### src/rtl/mpeg_pkg.sv
// Shared MPEG bitstream constants and helpers used by bitstream_reader,
// flushbuffer and get_motion_code.
package mpeg_pkg;

  localparam int unsigned BUF_BITS  = 64;
  localparam int unsigned MAX_FLUSH = 32;
  localparam int unsigned BYTE_BITS = 8;

  localparam int unsigned CNT_W   = 7;
  localparam int unsigned POS_W   = 32;
  localparam int unsigned FLUSH_W = 6;

  typedef enum logic [1:0] {
    OP_NONE,
    OP_FLUSH,
    OP_ALIGN
  } shift_op_e;

  // Bits left to reach the next byte boundary: (8 - pos) mod 8.
  function automatic logic [2:0] align_skip(input logic [2:0] pos_lsb);
    return 3'd0 - pos_lsb;
  endfunction

endpackage

### src/rtl/bitstream_reader.sv
// MSB-first bit window over a byte stream: shows 32 bits, consumes 1..32 bits
// per flush, byte-aligns on request and appends bytes in the same cycle.
module bitstream_reader
  import mpeg_pkg::*;
#(
  parameter int unsigned BUF_BITS = mpeg_pkg::BUF_BITS
) (
  input  logic        clk,
  input  logic        rst,
  input  logic        in_valid,
  input  logic [7:0]  in_byte,
  output logic        in_ready,
  output logic [31:0] show_bits,
  output logic        show_valid,
  input  logic        flush_req,
  input  logic [5:0]  flush_n,
  output logic        flush_ack,
  input  logic        align_req,
  output logic [6:0]  bit_count,
  output logic [31:0] bit_pos,
  output logic        err
);

  logic [BUF_BITS-1:0] window_q, window_d;
  logic [CNT_W-1:0]    bit_count_q, bit_count_d;
  logic [POS_W-1:0]    bit_pos_q, bit_pos_d;
  logic                err_q, err_d;

  shift_op_e           op;
  logic [FLUSH_W-1:0]  shamt;
  logic [FLUSH_W-1:0]  align_k;
  logic                flush_legal;
  logic                flush_ok;
  logic                accept;
  logic [BUF_BITS-1:0] shifted;
  logic [CNT_W-1:0]    count_s;

  assign in_ready   = (bit_count_q <= CNT_W'(BUF_BITS - BYTE_BITS));
  assign accept     = in_valid && in_ready;
  assign show_bits  = window_q[BUF_BITS-1 -: 32];
  assign show_valid = (bit_count_q >= CNT_W'(MAX_FLUSH));
  assign bit_count  = bit_count_q;
  assign bit_pos    = bit_pos_q;
  assign err        = err_q;
  assign flush_ack  = flush_ok;

  always_comb begin
    flush_legal = (flush_n != '0) && (flush_n <= FLUSH_W'(MAX_FLUSH));
    flush_ok    = flush_req && flush_legal &&
                  (CNT_W'(flush_n) <= bit_count_q) && !align_req;
    align_k     = {3'b000, align_skip(bit_pos_q[2:0])};

    op = OP_NONE;
    if (align_req) begin
      if (CNT_W'(align_k) <= bit_count_q) op = OP_ALIGN;
    end else if (flush_ok) begin
      op = OP_FLUSH;
    end

    case (op)
      OP_FLUSH: shamt = flush_n;
      OP_ALIGN: shamt = align_k;
      default:  shamt = '0;
    endcase

    // Consume first, then append the byte just below the surviving bits.
    shifted = window_q << shamt;
    count_s = bit_count_q - CNT_W'(shamt);

    window_d    = shifted;
    bit_count_d = count_s;
    if (accept) begin
      window_d    = shifted | ({in_byte, {(BUF_BITS-BYTE_BITS){1'b0}}} >> count_s);
      bit_count_d = count_s + CNT_W'(BYTE_BITS);
    end

    bit_pos_d = bit_pos_q + POS_W'(shamt);
    err_d     = err_q | (flush_req && !flush_legal);
  end

  always_ff @(posedge clk or posedge rst) begin
    if (rst) begin
      window_q    <= '0;
      bit_count_q <= '0;
      bit_pos_q   <= '0;
      err_q       <= 1'b0;
    end else begin
      window_q    <= window_d;
      bit_count_q <= bit_count_d;
      bit_pos_q   <= bit_pos_d;
      err_q       <= err_d;
    end
  end

  a_count_bound: assert property (@(posedge clk) disable iff (rst)
    bit_count_q <= CNT_W'(BUF_BITS));

endmodule

### config.mk
export PLATFORM = sky130hd
export DESIGN_NAME = bitstream_reader
export DESIGN_NICKNAME = d
export VERILOG_FILES = /design/src/rtl/mpeg_pkg.sv /design/src/rtl/bitstream_reader.sv
export SDC_FILE = /design/constraint.sdc
export NUM_CORES = 1
export LEC_CHECK = 0
export ABC_AREA = 1
export CORE_MARGIN = 8
export CORE_UTILIZATION = 54
export DETAILED_ROUTE_END_ITERATION = 8
export PLACE_DENSITY = 0.79
export SLEW_MARGIN = 5
export SYNTH_ARGS = -nofsm -noshare
export SYNTH_HDL_FRONTEND = slang
export SYNTH_SLANG_ARGS = --single-unit
### constraint.sdc
create_clock -name clk -period 4.05 [get_ports clk]
set_input_delay 0.405 -clock clk [delete_from_list [all_inputs] [get_ports clk]]
set_output_delay 0.405 -clock clk [all_outputs]
set_load 0.02 [all_outputs]
==> out/metrics.csv, run 1 <==
stage;metric;value;unit
global_routing;grt_pass1_vias;10300;
clock_network;cts_buffer_depth;2;
place;dpl-instance-area;0.0109;sq mm
synthesis;synthAdderAreaFrac;0.0325;
finish;fin_area;0.0112;sq mm
synthesis;synth_simple_gate_area_share;0.491;
worst_setup_path;crit_chain;inv_1, ha_1, xnor2_1, ha_1, a21oi_1, o21ai_1, nand3b_1, nand3_1, nand2_4, inv_4, ha_1, nand3_1, and2_1, inv_1, a21oi_1, o21ai_2, xor2_2, inv_1, nor2_4, buf_12, nand2_1, o31ai_1;
clock_network;cts-root-buf;clkbuf_16;
synthesis;synth_top_family_by_area;simple AND/OR/NAND/NOR gates;
sta;finalSetupViolCount;0;
clock_network;clk_latency;0.37;ns
global_routing;grt-busiest-layer;met2;
synthesis;async_flop_share;1.00;
finish;final_cell_count_no_fill;1816;
worst_setup_path;crit_path_max_incr_delay;0.38;ns
floorplanning;start_util;0.544;
job;drv_cap;0;
place;io_buffers;93;
sta;max_slew_margin;0.434;
route;wl_per_cell;20.2;um
sta;layout_min_cycle_time;3.87;ns
worst_setup_path;startpoint_type;flop;
synthesis;ys_seq_elements;104;
synthesis;ys_top_cells_by_count;nand3_1, nand2_1, inv_1;
place;dp_hpwl;26.7;mm
worst_setup_path;worst_ep_required_time;4.28;ns
synthesis;synth-xor-area-share;0.0329;
floorplanning;die_x;153;um
clock_network;cts_hold_buf;0;
status;status;complete, no violations;
worst_hold_path;hold_class;reg -> reg;
route;ant_nets;0;
finish;nets;1621;
global_routing;use_met3;0.0627;
route;dr.pass1.iters;6;
sta;worst_pin_slew;0.849;ns
clock_network;cts_max_level;3;
route;via_per_inst;6.32;
route;drtIter0Drc;1612;
global_routing;grt_pass1_wl;57.0;mm
synthesis;synth_most_common_cell;nand3_1;
synthesis;ys_top_cells_by_area;nand3_1, dfrtp_1, nand2_1, inv_1, buf_4;
floorplanning;fp-row-count;50;
sta;finClkSkew;0.0104;ns
global_routing;gr-usage-met1;0.397;
synthesis;synth-compound-area-share;0.0435;
finish;fillers;1781;
route;vias;11500;
clock_network;cts-buffers-inserted;9;
place;placed_cells;1799;
synthesis;synth_edf_count;0;
finish;final-seq-area;0.00260;sq mm
finish;diodes;0;
global_routing;antenna_found_initial;0;
sta;period_share;0.955;
sta;maxSlewViolCount;0;
worst_setup_path;crit_arrival;4.10;ns
global_routing;grt_use_total;0.303;
clock_network;cts_tree;done;
worst_setup_path;slowest_stage;dfrtp_1;
route;drt-total-wl;36.7;mm
synthesis;synthesis.nets;1601;
worst_setup_path;crit_fanout;25;
place;gp_congestion;0.991;
synthesis;yosysTopAreaCell;nand3_1;
synthesis;yosysSeqAreaShare;0.258;
floorplanning;io_pins;94;
clock_network;clock_sinks;104;
synthesis;synth_top_area_share;0.319;
global_routing;grt_max_degree;73;
floorplanning;core;0.0185;sq mm
sta;finalHoldViolations;0;
sta;fmax;259;MHz
finish;area_growth;11.6;%
finish;drive_above_1_share;0.0796;
synthesis;synth_area;0.0101;sq mm
synthesis;avgSynthCellArea;6.47;sq um
synthesis;synthCells;1557;
floorplanning;die_h;153;um
route;drc;0;
worst_setup_path;crit_path_end_kind;flop;
clock_network;clk_pin_slew;0.08;ns
finish;multi_input_area;0.00616;sq mm
synthesis;synth_mux_area_frac;0.00397;
synthesis;ys.warnings.count;0;
global_routing;overflow;0;
global_routing;met2_usage;0.469;
synthesis;synth-main-ff-cell;dfrtp_1;
worst_setup_path;criticalPathCategory;reg -> reg;
floorplanning;die_area;0.0233;sq mm
synthesis;synth.distinct_cells;46;
[worst max-delay path: cells and delay by family, from the launching register on]
family,cells,cell delay [ns]
xor gates and xnor gates,2,0.52
AOI/OAI and AO/OA,5,0.57
buffers and inverters,5,0.49
adders and majority gates,3,0.82
DFF,1,0.38
and+or+nand+nor,7,0.92
[sequential cells by signal, indices dropped and copies added, names as in the netlist]
signal / flops
window_q: 64
bit_pos: 32
bit_count: 7
err: 1
[cell usage in the layout, fill, tap and decap left out, types with 7 or more instances in the layout]
cell type          n
nand3_1          639
nand2_1          279
inv_1            121
dfrtp_1          104
clkdlybuf4s50_1   93
nor2_1            57
buf_4             49
o21ai_0           33
xor2_1            23
ha_1              22
o21ai_1           16
nand4_1           13
xnor2_1           12
nand3_2           10
a21oi_1            9
nor3_1             9
clkbuf_16          9
inv_2              8
nand2_2            7
[final cells by class]
| cell class | instances | area share |
|---|---|---|
| inverters | 133 | 0.0448 |
| well taps | 234 | 0.0260 |
| clock inverters | 7 | 0.00879 |
| multi-input cells | 1184 | 0.548 |
| repair buffers | 145 | 0.121 |
| clock buffers | 9 | 0.0200 |
| flip-flops and latches | 104 | 0.231 |
[per-stage QoR]
step | util | hold slack (ns) | worst slack [ns] | setup TNS (ns)
2_1_floorplan | - | 0.526 | 0.0633 | 0
3_3_place_gp | 0.586 | 0.441 | 0.125 | 0
3_5_place_dp | 0.586 | 0.445 | -0.0283 | -0.0335
4_1_cts | 0.604 | 0.462 | 0.0965 | 0
5_1_grt | 0.607 | 0.483 | -0.000485 | -0.000485
6_report | 0.607 | 0.460 | 0.182 | 0
[cell families after synthesis]
logic type               Yosys count
flip-flops                       104
AO/OA/AOI/OAI                     76
adder cells (fa/ha/maj)           25
buffers and inverters            269
multiplexers                       4
XOR/XNOR                          37
AND/OR/NAND/NOR                 1042
[what timing repair did]
action,in CTS,in global routing
setup endpoints to repair,0,65
resized for setup,0,23
buffers inserted,0,1
[path summary, 6_finish.rpt]
check	start	end	slack, ns	cells after the start
min in group asynchronous	rst	bit_pos[29]	0.54	2
min reg2reg	err	err	0.46	1
max	bit_pos[1]	window_q[6]	0.18	22
max in group asynchronous	rst	window_q[48]	2.64	3
max reg2reg	bit_pos[1]	window_q[6]	0.18	22
min	err	err	0.46	1
[metal layers]
| metal | vias to the layer above | wire [um] |
|---|---|---|
| li1 | 5305 | - |
| met1 | 5265 | 14500 |
| met2 | 779 | 16600 |
| met3 | 130 | 3870 |
| met4 | 0 | 1710 |
| met5 | - | 0 |
Power of run 1 is left out: the tool's default activity adds up to more than one toggle a clock period on the data nets, which glitch-free logic cannot reach.
==> inputs of run 2 (changes only) <==
- SKIP_LAST_GASP: not set -> 1
==> results of run 2 <==
The final DEF is identical to that of run 1; final timing and power are the same.
Power of run 2 is left out for the same reason.
